==> src/rtl/clrcl_digit_serial_adder.sv <==
`default_nettype none
// +--------------------------------------------------------------------------+
// | clrcl_digit_serial_adder: digit-serial add/subtract, LSB digit first,     |
// | with registered inter-digit carry and valid/ready on both sides.          |
// | Revision: 1.0                                                             |
// +--------------------------------------------------------------------------+
module clrcl_digit_serial_adder #(
  parameter int WIDTH = 16,
  parameter int DIGIT = 4
) (
  input  logic             clk,
  input  logic             rst_n,
  input  logic             in_valid,
  output logic             in_ready,
  input  logic [WIDTH-1:0] a,
  input  logic [WIDTH-1:0] b,
  input  logic             cin,
  input  logic             sub,
  output logic             out_valid,
  input  logic             out_ready,
  output logic [WIDTH-1:0] sum,
  output logic             cout,
  output logic             ovf,
  output logic             busy
);

  localparam int NDIG = WIDTH / DIGIT;
  localparam int CW   = (NDIG > 1) ? $clog2(NDIG) : 1;

  typedef enum logic [1:0] {
    IDLE = 2'd0,
    RUN  = 2'd1,
    DONE = 2'd2
  } state_t;

  state_t           state, state_next;
  logic [WIDTH-1:0] opa, opb, work, work_next;
  logic             carry;
  logic [CW-1:0]    cnt;
  logic             last;
  logic             accept;
  logic [DIGIT:0]   dsum;
  logic             c_msb;

  always_ff @(posedge clk or negedge rst_n) begin
    if (!rst_n) state <= IDLE;
    else        state <= state_next;
  end

  always_comb begin
    state_next = state;
    case (state)
      IDLE:    if (in_valid)  state_next = RUN;
      RUN:     if (last)      state_next = DONE;
      DONE:    if (out_ready) state_next = IDLE;
      default:                state_next = IDLE;
    endcase
  end

  assign in_ready  = (state == IDLE);
  assign out_valid = (state == DONE);
  assign busy      = (state != IDLE);
  assign accept    = in_valid && in_ready;

  // Operands shift right each digit, so the current digit is always the low
  // DIGIT bits and the operand MSBs sit at bit DIGIT-1 on the final digit.
  always_comb begin
    dsum  = {1'b0, opa[DIGIT-1:0]} + {1'b0, opb[DIGIT-1:0]} + {{DIGIT{1'b0}}, carry};
    last  = (cnt == CW'(NDIG - 1));
    c_msb = opa[DIGIT-1] ^ opb[DIGIT-1] ^ dsum[DIGIT-1];
    work_next = work;
    work_next[cnt*DIGIT +: DIGIT] = dsum[DIGIT-1:0];
  end

  always_ff @(posedge clk or negedge rst_n) begin
    if (!rst_n) begin
      opa   <= '0;
      opb   <= '0;
      carry <= 1'b0;
      cnt   <= '0;
      work  <= '0;
      sum   <= '0;
      cout  <= 1'b0;
      ovf   <= 1'b0;
    end else if (accept) begin
      opa   <= a;
      opb   <= sub ? ~b : b;
      carry <= cin ^ sub;
      cnt   <= '0;
      work  <= '0;
    end else if (state == RUN) begin
      opa   <= opa >> DIGIT;
      opb   <= opb >> DIGIT;
      carry <= dsum[DIGIT];
      cnt   <= cnt + CW'(1);
      work  <= work_next;
      if (last) begin
        sum  <= work_next;
        cout <= dsum[DIGIT];
        ovf  <= c_msb ^ dsum[DIGIT];
      end
    end
  end

endmodule
`default_nettype wire

==> config.mk <==
export PLATFORM = sky130hd
export DESIGN_NAME = clrcl_digit_serial_adder
export DESIGN_NICKNAME = d
export VERILOG_FILES = /design/src/rtl/clrcl_digit_serial_adder.sv
export SDC_FILE = /design/constraint.sdc
export NUM_CORES = 1
export LEC_CHECK = 0
export BUFFER_PORTS_ARGS = -buffer_cell sky130_fd_sc_hd__buf_2
export CAP_MARGIN = 10
export CORE_ASPECT_RATIO = 1.75
export CORE_UTILIZATION = 48
export DETAILED_ROUTE_END_ITERATION = 16
export GPL_ROUTABILITY_DRIVEN = 1
export PLACE_DENSITY_LB_ADDON = 0.15
export SETUP_SLACK_MARGIN = 0.1
export SLEW_MARGIN = 15
export SYNTH_ARGS = -nofsm -noshare
export SYNTH_HDL_FRONTEND = slang
export SYNTH_SLANG_ARGS = --single-unit
==> constraint.sdc <==
create_clock -name clk -period 1.8 [get_ports clk]
set_input_delay 0.27 -clock clk [delete_from_list [all_inputs] [get_ports clk]]
set_output_delay 0.27 -clock clk [all_outputs]
set_load 0.005 [all_outputs]
=== Word level (Yosys, flattened, before mapping) ===
Cells that the tools add are included.

* Register bits after elaboration: 71
* Bits of input ports: 38
* Output and inout bits: 21
* Word-level logic and storage cells: 49

* Add/subtract/negate cells: 4
* Equality and inequality tests: 6
* Shifts and indexed selects: 2
* Mux-type cells: 16
* Bitwise operators: 6
* Reduce and logical (&&, ||, !) cells: 6

{| class="wikitable"
|+ Operator list
! operator !! count
|-
| two-way mux 16 bit || 7
|-
| negator 4 -> 34 bit || 1
|-
| variable shift 4 x 34 -> 16 bit, first input constant || 1
|-
| variable part select 4 x 34 -> 16 bit || 1
|-
| bitwise mux 16 bit || 1
|-
| NOT 16 bit || 1
|-
| two-way mux 2 bit || 5
|-
| case mux 2 bit (3 select lines) || 1
|-
| AND reduction 3 bit || 2
|-
| adder 4 x 4 -> 5 bit || 1
|-
| adder 5 x 1 -> 5 bit || 1
|-
| == test 2 bit, second input constant || 2
|-
| inequality test 2 bit, second input constant || 2
|-
| nonzero test 2 bit || 2
|-
| XOR 1 bit || 4
|-
| adder 2 x 1 -> 2 bit, second input constant || 1
|-
| == test 2 x 1 -> 1 bit, second input constant || 1
|-
| zero test 2 bit || 1
|-
| two-way mux 1 bit || 2
|-
| inequality test 2 x 1 -> 1 bit, second input constant || 1
|-
| logical AND 1 bit || 1
|-
| NOT 1 bit || 1
|}

=== Depth between registers and ports, before layout ===
* Depth in word-level cells: 6
* Depth in mapped cells: 7
* Gate-level depth less buffers: 7

=== Least setup slack after synthesis ===
OpenSTA, ideal clock, no wires.

* Path type: register to register
* Start point: reg opa[0]
* End point: reg work[11]
* Setup time: 0.122 ns
* Arrival: 1.661 ns
* Data required time: 1.678 ns
* Setup slack: 0.017 ns
* Cell stages (with the launch flop): 6
* Buffers on the path: 0
* Clock period less this slack: 1.783 ns
* Cell sequence: dfrtp_1 fa_1 a21o_1 a21oi_1 xnor2_1 a32o_1

* Cells in the longest elaborated chain, start to end: 6

{| class="wikitable"
|+ Ends and longest elaborated chain
! element !! line !! source
|-
| start: declaration || 37 || <nowiki>logic [WIDTH-1:0] opa, opb, work, work_next;</nowiki>
|-
| start signal: assignment || 92 || <nowiki>opa <= opa >> DIGIT;</nowiki>
|-
| adder 4 x 4 -> 5 bit || 68 || <nowiki>dsum = {1'b0, opa[DIGIT-1:0]} + {1'b0, opb[DIGIT-1:0]} + {{DIGIT{1'b0}}, carry};</nowiki>
|-
| adder 5 x 1 -> 5 bit || 68 ||
|-
| variable part select 4 x 34 -> 16 bit || 72 || <nowiki>work_next[cnt*DIGIT +: DIGIT] = dsum[DIGIT-1:0];</nowiki>
|-
| bitwise mux 16 bit || 72 ||
|-
| two-way mux 16 bit || 91 || <nowiki>end else if (state == RUN) begin</nowiki>
|-
| two-way mux 16 bit || 85 || <nowiki>end else if (accept) begin</nowiki>
|-
| end signal: assignment || 96 || <nowiki>work <= work_next;</nowiki>
|-
| end: declaration || 37 ||
|}

No other way between the ends. The select of a mux whose other input is x is not followed.
A chain may end at the register's enable or synchronous reset.

=== Final worst setup path ===
* Start point: reg opa[0]
* End point: reg work[14]

The elaborated chain is that of the path after synthesis.

==> summary.md <==
| Metric | Value |
|---|---|
| Synth Instances | `321` |
| Rows | `40` |
| Worst slew margin | `63.8%` |
| Total CTS buffers | `9` |
| EDFF count, synth | `0` |
| Total congestion overflow | `0` |
| Setup crit start kind | `register` |
| Netlist cell types | `41` |
| Sequential share of the synthesized area | `52.1%` |
| Via Count | `2672` |
| Final core occ | `63.5%` |
| Worst hold path class | `input pin to register` |
| Synth area leaders | `dfrtp_1 52%, nand2_1 5.1%, xnor2_1 4.6%, a22oi_1 4.4%, ha_1 3.3%` |
| Vias per cell | `5.52` |
| GRT Util Overall | `23.7%` |
| Fraction of layout cells with a size suffix above 1 | `33.0%` |
| RSZ-0062 raised after global routing | `yes` |
| Port Buffers | `58` |
| Final net count | `444` |
| Final Max Tran Viols | `0` |
| Async SR Flop Fraction | `100%` |
| Pleak | `0.00207 µW` |
| Final Hold Vio Count | `0` |
| CP max FO | `5` |
| Finished Cell Area | `4350 µm²` |
| Clk sink count | `71` |
| Largest net degree at the start of global routing | `72` |
| CTS Buffer Depth | `2` |
| Arrival @ worst endpoint | `2.00 ns` |
| Root Buffer | `clkbuf_16` |
| DRT Pass-1 Iters | `4` |
| Max_cap viols | `0` |
| WL/cell | `16.6 µm` |
| Yosys warnings | `0` |
| Worst-Margin Slew | `0.541 ns` |
| Vias in the first global route | `2668` |
| Crit path kind | `register to register` |
| Layout area overhead | `27.7%` |
| Core area | `6860 µm²` |
| Setup total negative slack | `0 ns` |
| DRT iter0 DRCs | `125` |
| Top Ports | `59` |
| Post-Syn Area | `3410 µm²` |
| Clock latency on the worst-skew pair | `0.33 ns` |
| Yosys reg bits | `71` |
| Starting Density | `49.7%` |
| Top cell type's share of synthesized area | `52.1%` |
| Status | `finished, final reports clean` |
| Antenna violations before repair | `0` |
| Min Tclk post-route | `1.78 ns` |
| Routed WL | `8.05 mm` |
| # diodes | `0` |
| First-pass GRT wire length | `12.9 mm` |
| Fmax | `561 MHz` |
| Commonest non-fill, non-tap cells in the layout | `69 x dfrtp_1, 58 x buf_2, 46 x nand2_1` |
| Final HPWL DP | `5.70 mm` |
| Non-Filler Instances | `484` |
| Post-Place Cells | `464` |
| Clk pin slew, worst setup/hold paths | `0.05 ns` |
| Tcrit/Tclk final | `99.1%` |
| Placed Area | `3920 µm²` |
| Most common cell after layout, fill and taps aside | `dfrtp_1` |
| Filler cells | `542` |
| Power, Total | `8460 µW` |
| Max IR drop VDD | `0.00109 V` |
| H-tree levels | `3` |
| Top FF cell, synth | `dfrtp_1` |
| Post-synthesis area per instance | `10.6 µm²` |
| Post-Syn Nets | `370` |
| Die ar. | `7450 µm²` |
| Die height | `113 µm` |
| TritonCTS clock tree | `yes` |
| Count of final setup violators | `0` |
| Critical Path RT | `2.02 ns` |
| Crit. End Element | `register` |
| Die width | `65.7 µm` |
| Antenna viol nets, final | `0` |
| GPL Wtd Cong | `0.886` |
| Pwr per Cell Area | `1940 nW/µm²` |
| Detailed-route DRC error count | `0` |
| Yosys top cell by area | `dfrtp_1` |
| Worst clock skew | `0.00413 ns` |
## sequential cells by signal (all words and copies together) (netlist names), 2 cells and up
signal	count
cnt	2
opa	16
opb	16
state	2
sum	16
work	16
## power by group
group / switching (µW) / internal, µW
clock: 631 / 1070
sequential: 431 / 2240
combinational: 2350 / 1740
## critical path, cell delays in order (launching register included)
cell     delay, ns
dfrtp_1       0.40
fa_2          0.41
inv_2         0.07
fa_2          0.19
xnor2_1       0.07
buf_4         0.16
and2_4        0.17
a22o_1        0.21
## timing repair
| item | in CTS | in global routing |
|---|---|---|
| gates cloned | 0 | 0 |
| setup endpoints to repair | 41 | 26 |
| hold buffers | 1 | 0 |
| hold endpoints to repair | 71 | 0 |
| gates resized for setup | 13 | 15 |
| setup buffers | 1 | 2 |
| pin swaps | 3 | 9 |
## path summary, 6_finish.rpt
kind                               startpoint                    to  slack (ns)  depth (start not counted)
max in group asynchronous               rst_n    cnt[1]$_DFFE_PN0P_        0.98                          3
max reg2reg                opa[0]$_DFFE_PN0P_  work[14]$_DFFE_PN0P_        0.02                          7
min in group asynchronous               rst_n  state[1]$_DFFE_PN0P_        0.49                          3
min                                     a[14]   opa[14]$_DFFE_PN0P_        0.12                          3
max                        opa[0]$_DFFE_PN0P_  work[14]$_DFFE_PN0P_        0.02                          7
min reg2reg                sum[4]$_DFFE_PN0P_    sum[4]$_DFFE_PN0P_        0.48                          2
## per-stage QoR
stage	hold WS (ns)	setup WS (ns)
finish	0.125	0.0170
detailed placement	0.324	-0.0746
global placement	0.324	-0.0416
CTS	0.117	0.00784
floorplan	-0.0256	0.102
global route	0.132	-0.0386
## metal layers
metal,track usage (%),part of all wire (%),up-vias
li1,-,-,1296
met1,25.5,37,1282
met2,40.7,55,75
met3,4.20,3.3,19
met4,16.2,4.7,0
met5,0,0,-
## final cells by class
type	count	area, µm²	share of cell area [%]
clock buffers	13	280	6.44
clock inverters	3	15.0	0.345
inverters	11	43.8	1.01
multi-input cells	220	1620	37.2
flip-flops and latches	71	1780	40.9
well taps	84	105	2.42
repair buffers	82	510	11.7
## logic make-up after synthesis
kind of cell / count (synthesis) / synth area share, %
flops: 71 / 52.1
compound gates: 92 / 19.5
simple gates: 95 / 14.5
buf+inv: 30 / 3.71
mux: 1 / 0.330
fa+ha+maj: 11 / 4.48
xor+xnor: 21 / 5.40
## synth_stat cells, types with 2 or more instances
cell,number
a21oi_1,10
o21ai_1,17
dfrtp_1,71
nand3_1,11
o21ai_0,9
buf_2,11
a22o_1,8
a22oi_1,20
a221o_1,11
a32o_1,8
xor2_1,3
inv_1,10
nor2_1,13
o31ai_1,2
xnor2_1,18
fa_1,2
nor3b_1,5
nand2_1,46
ha_1,9
o21ai_2,4
nand2b_1,2
nor2b_1,5
clkbuf_1,8
Note: power is estimated with default switching activity, not from simulation.
